### config.mk
export PLATFORM = sky130hd
export DESIGN_NAME = bus_addr_dec
export DESIGN_NICKNAME = d
export VERILOG_FILES = /design/src/rtl/bus_pkg.sv /design/src/rtl/bus_addr_match.sv /design/src/rtl/bus_addr_dec.sv
export SDC_FILE = /design/constraint.sdc
export NUM_CORES = 1
export LEC_CHECK = 0
export CORE_MARGIN = 10
export CORE_UTILIZATION = 60
export DETAILED_ROUTE_END_ITERATION = 7
export DONT_BUFFER_PORTS = 1
export PLACE_DENSITY = 0.76
export RECOVER_POWER = 25
export SYNTH_ARGS = -nofsm -noshare
export SYNTH_HDL_FRONTEND = slang
export SYNTH_HIERARCHICAL = 1
export SYNTH_SLANG_ARGS = --single-unit
### constraint.sdc
create_clock -name clk -period 2.2 [get_ports clk]
set_input_delay 0.44 -clock clk [delete_from_list [all_inputs] [get_ports clk]]
set_output_delay 0.44 -clock clk [all_outputs]
set_load 0.02 [all_outputs]
### src/rtl/bus_pkg.sv
// rtl/bus_pkg.sv - shared state encoding and counter width for the bus address decoder
package bus_pkg;

  localparam logic [1:0] ST_IDLE   = 2'd0;
  localparam logic [1:0] ST_DECODE = 2'd1;
  localparam logic [1:0] ST_ACCESS = 2'd2;
  localparam logic [1:0] ST_RESP   = 2'd3;

  // Wide enough for the largest allowed TIMEOUT (255)
  localparam int CNT_W = 8;

  typedef enum logic [1:0] {
    S_IDLE   = ST_IDLE,
    S_DECODE = ST_DECODE,
    S_ACCESS = ST_ACCESS,
    S_RESP   = ST_RESP
  } state_t;

endpackage

### src/rtl/bus_addr_match.sv
// rtl/bus_addr_match.sv - raw per-region address hit vector, no priority
module bus_addr_match #(
  parameter int                   AW    = 8,
  parameter int                   N_SLV = 2,
  parameter logic [N_SLV*AW-1:0]  BASE  = {8'h20, 8'h00},
  parameter logic [N_SLV*AW-1:0]  LAST  = {8'h3F, 8'h1F}
) (
  input  logic [AW-1:0]    addr,
  output logic [N_SLV-1:0] hit
);

  // A region with BASE above LAST is treated as disabled and never hits
  always_comb begin
    hit = '0;
    for (int i = 0; i < N_SLV; i++) begin
      hit[i] = (BASE[i*AW +: AW] <= LAST[i*AW +: AW]) &&
               (addr >= BASE[i*AW +: AW]) &&
               (addr <= LAST[i*AW +: AW]);
    end
  end

endmodule

### src/rtl/bus_addr_dec.sv
// rtl/bus_addr_dec.sv - request/decode/access/response bus address decoder with ack timeout
module bus_addr_dec
  import bus_pkg::*;
#(
  parameter int                   AW      = 8,
  parameter int                   N_SLV   = 2,
  parameter logic [N_SLV*AW-1:0]  BASE    = {8'h20, 8'h00},
  parameter logic [N_SLV*AW-1:0]  LAST    = {8'h3F, 8'h1F},
  parameter int                   TIMEOUT = 4
) (
  input  logic             clk,
  input  logic             reset,
  input  logic             m_req,
  input  logic [AW-1:0]    m_addr,
  input  logic [N_SLV-1:0] s_ack,
  output logic [N_SLV-1:0] s_sel,
  output logic             m_ack,
  output logic             m_err,
  output logic             busy
);

  state_t            state, state_d;
  logic [AW-1:0]     addr_q, addr_d;
  logic [N_SLV-1:0]  sel_q, sel_d;
  logic [CNT_W-1:0]  cnt_q, cnt_d;
  logic              err_q, err_d;
  logic [N_SLV-1:0]  hit;
  logic [N_SLV-1:0]  win;
  logic              ack_sel;

  bus_addr_match #(
    .AW    (AW),
    .N_SLV (N_SLV),
    .BASE  (BASE),
    .LAST  (LAST)
  ) u_match (
    .addr (addr_q),
    .hit  (hit)
  );

  // Overlapping regions resolve to the lowest index: scan downwards so the last write wins
  always_comb begin
    win = '0;
    for (int i = N_SLV - 1; i >= 0; i--) begin
      if (hit[i]) begin
        win    = '0;
        win[i] = 1'b1;
      end
    end
  end

  // Only the currently selected slave can complete the access
  assign ack_sel = |(s_ack & sel_q);

  // Next-state and datapath updates; ack is checked before timeout so a last-cycle ack succeeds
  always_comb begin
    state_d = state;
    addr_d  = addr_q;
    sel_d   = sel_q;
    cnt_d   = cnt_q;
    err_d   = err_q;
    unique case (state)
      S_IDLE: begin
        if (m_req) begin
          addr_d  = m_addr;
          state_d = S_DECODE;
        end
      end
      S_DECODE: begin
        cnt_d = '0;
        if (|hit) begin
          sel_d   = win;
          err_d   = 1'b0;
          state_d = S_ACCESS;
        end else begin
          err_d   = 1'b1;
          state_d = S_RESP;
        end
      end
      S_ACCESS: begin
        if (ack_sel) begin
          sel_d   = '0;
          err_d   = 1'b0;
          state_d = S_RESP;
        end else begin
          cnt_d = cnt_q + CNT_W'(1);
          if (cnt_q == CNT_W'(TIMEOUT - 1)) begin
            sel_d   = '0;
            err_d   = 1'b1;
            state_d = S_RESP;
          end
        end
      end
      S_RESP: begin
        state_d = S_IDLE;
      end
      default: begin
        state_d = S_IDLE;
      end
    endcase
  end

  // State register
  always_ff @(posedge clk or posedge reset) begin
    if (reset) begin
      state <= S_IDLE;
    end else begin
      state <= state_d;
    end
  end

  // Latched address, slave select, timeout counter and error flag
  always_ff @(posedge clk or posedge reset) begin
    if (reset) begin
      addr_q <= '0;
      sel_q  <= '0;
      cnt_q  <= '0;
      err_q  <= 1'b0;
    end else begin
      addr_q <= addr_d;
      sel_q  <= sel_d;
      cnt_q  <= cnt_d;
      err_q  <= err_d;
    end
  end

  assign s_sel = sel_q;
  assign m_ack = (state == S_RESP);
  assign m_err = (state == S_RESP) & err_q;
  assign busy  = (state != S_IDLE);

endmodule

==> results.txt <==
The largest individual stage delay along the critical path comes from the cell sky130_fd_sc_hd__or3_2. The cell at the root of the clock tree was sky130_fd_sc_hd__clkbuf_4. Dividing the detail-routed wire length by the instance count gives 16.06 um. The count of clock tree sinks was 16; the number of antenna violations at the first check in global routing was 0. The delay of the slowest critical-path stage was 0.48 ns; the cell count after synthesis was 89.

Overall global routing resource usage: 10.75%. The library cell used most frequently in the layout, excluding fill and tap cells, is sky130_fd_sc_hd__dfrtp_1. The run gives 1 as the number of H-tree branching levels. The number of max-slew violations in the final report was 0. The logs give 0 for the total congestion overflow after global routing and 678 for the via count.

For the global-route wire length before repair, the log shows 2.925 mm. The signal on the critical path passes through inv_1, ha_1, a21boi_2, nand2_2, or3_2, a21oi_1. In this run the power density over the cells is 1298 nW/um2.

The tools report the total length of routed wires as 1.751 mm. For the worst setup path, the data required time is 2.43 ns. The tools report the end point of the critical path as cnt_q[5]. The remaining antenna violation count was 0. In this run the worst setup path begins at state[0].

The tools report the endpoint of the lowest-slack register-to-register path as cnt_q[5]. Placement-stage cell area: 967.2 um2. The final layout contains 113 nets.

The completed layout was analyzed and its total power is 1.306 mW. Setup repair after global routing left no endpoint under its margin. Across the VDD grid, the largest voltage drop is 0.0007648 V.

Setup slack on the critical path of the routed design comes to 0.2560 ns. Input and output buffers added on the ports amount to 0. The boundary pin count is 18. The number of global-route vias before repair came out at 645. In the layout the commonest cells are sky130_fd_sc_hd__dfrtp_1 (16), sky130_fd_sc_hd__nand3_1 (6), sky130_fd_sc_hd__ha_1 (6). The logs give 0.006334 ns for the largest clock skew in the final design and 14 for the number of placement rows. The worst setup path is launched from a flop. The final worst-path cycle share was 88.36%; the number of maximum-capacitance constraint violations was 0.

In this run the worst path has a maximum fanout of 9. The clock reaches the later pin of the worst-skew pair after 0.29 ns. The timing-limited maximum frequency is 0.5144 GHz, and the post-synthesis net count is 108. For the static leakage, the log shows 0.4671 nW.

Once the floorplan was initialized, standard cells occupied 63.11% of the core. Signed area change from the synthesized netlist to the final layout: 7.057%. Horizontal die dimension: 59.58 um.

The first routing iteration left 20 violations. The core region is 1489 um2. The relative max-transition margin is 61.95%, and the vias per cell is 6.220. The tools report the number of buffers created by CTS as 3.

The run finished with clean final reports. For this run, design rule violations remaining after detail routing come to 0. The post-layout minimum cycle time was 1.944 ns; the global placement routability congestion was 0.7614. In the final layout, the share of cells above drive strength 1 is 20.43%. The final setup violation count was 0. From bottom edge to top edge, the die measures 59.58 um. TritonCTS built the clock tree.

The number of hold-slack violations in the final timing report was 0; the final total negative setup slack was 0 ns. The mean area per synthesized cell was 10.56 um2. The maximum buffer depth of the clock tree was 2; the minimum setup slack among reg-to-reg paths was 0.26 ns. The number of warnings printed during yosys synthesis was 6; the post-CTS clock slew at the launch and capture registers of the worst setup and hold paths was 0.10 ns. The critical setup path kind was reg2reg. Area of the die: 3549 um2. The min-delay analysis places its worst path in the category in2async. The setup slack at placement was 0.1892 ns; the post-synthesis cell area was 939.7 um2. The worst setup path is captured at a flop. The count of inserted antenna diode cells is 0. Measured in cells, the most critical reg-to-reg path has a length of 6. The startpoint identified for the worst register-to-register timing path is state[0]. The number of iterations in the first detailed-routing pass is 6, and the pin count of the biggest net entering global routing is 17. The slew at the pin closest to its max-slew limit was 0.5701 ns. The area of all placed cells without fillers was 1006 um2.

The placed wire-length estimate after detailed placement was 1.357 mm; the critical path data arrival time was 2.17 ns.
-- metrics by stage --
stage               hold WS [ns]  utilization, %  instances
floorplan                 0.3537               -         89
global placement          0.4243           64.96        105
detailed placement        0.4205           64.96        105
CTS                      0.09865           67.40        109
global route              0.1148           67.56        109
finish                   0.07484           67.56        109
-- cell type report --
class | count | area [um2]
sequential | 16 | 400.4
inverter | 5 | 18.77
clock buffer | 4 | 36.28
multi-input combinational | 66 | 515.5
tap | 16 | 20.02
fill | 107 | 483.0
timing repair buffer | 2 | 15.01
-- per-layer routing --
| layer | wire [um] | track usage [%] | part of all wire [%] |
|---|---|---|---|
| met1 | 766 | 13.08 | 44 |
| met2 | 796 | 15.30 | 45 |
| met3 | 158 | 5.579 | 9.0 |
| met4 | 29 | 4.808 | 1.7 |
| met5 | 0 | 0 | 0 |
-- worst max-delay path, delay by kind of cell (launching register included) --
kind | cells | cell delay [ns]
buf+inv | 1 | 0.14
simple gates | 2 | 0.67
compound gates | 2 | 0.45
flops | 1 | 0.42
fa+ha+maj | 1 | 0.20
-- power breakdown --
group	switching [mW]	leakage [nW]	internal, mW
logic	0.335	0.240	0.280
registers	0.106	0.206	0.386
clock network	0.0988	0.0210	0.101
total	0.540	0.467	0.766
-- sequential cells by signal (all words and copies together) (netlist names) --
name    cells
addr_q      3
cnt_q       8
err_q       1
s_sel       2
state       2
-- worst min path at each step --
stage | startpoint | end | slack [ns] | cells past startpoint
floorplan | reset | addr_q[5] | 0.35 | 1
global placement | reset | cnt_q[3] | 0.42 | 1
detailed placement | reset | cnt_q[3] | 0.42 | 1
CTS | reset | cnt_q[1] | 0.1 | 1
global route | reset | cnt_q[1] | 0.11 | 1
finish | reset | cnt_q[0] | 0.07 | 1
-- what timing repair did --
item,4_1_cts,5_1_grt
buffers inserted,0,0
setup endpoints to repair,0,1
resized for setup,0,1
hold buffers,0,0
Note: power is estimated with default switching activity, not from simulation.
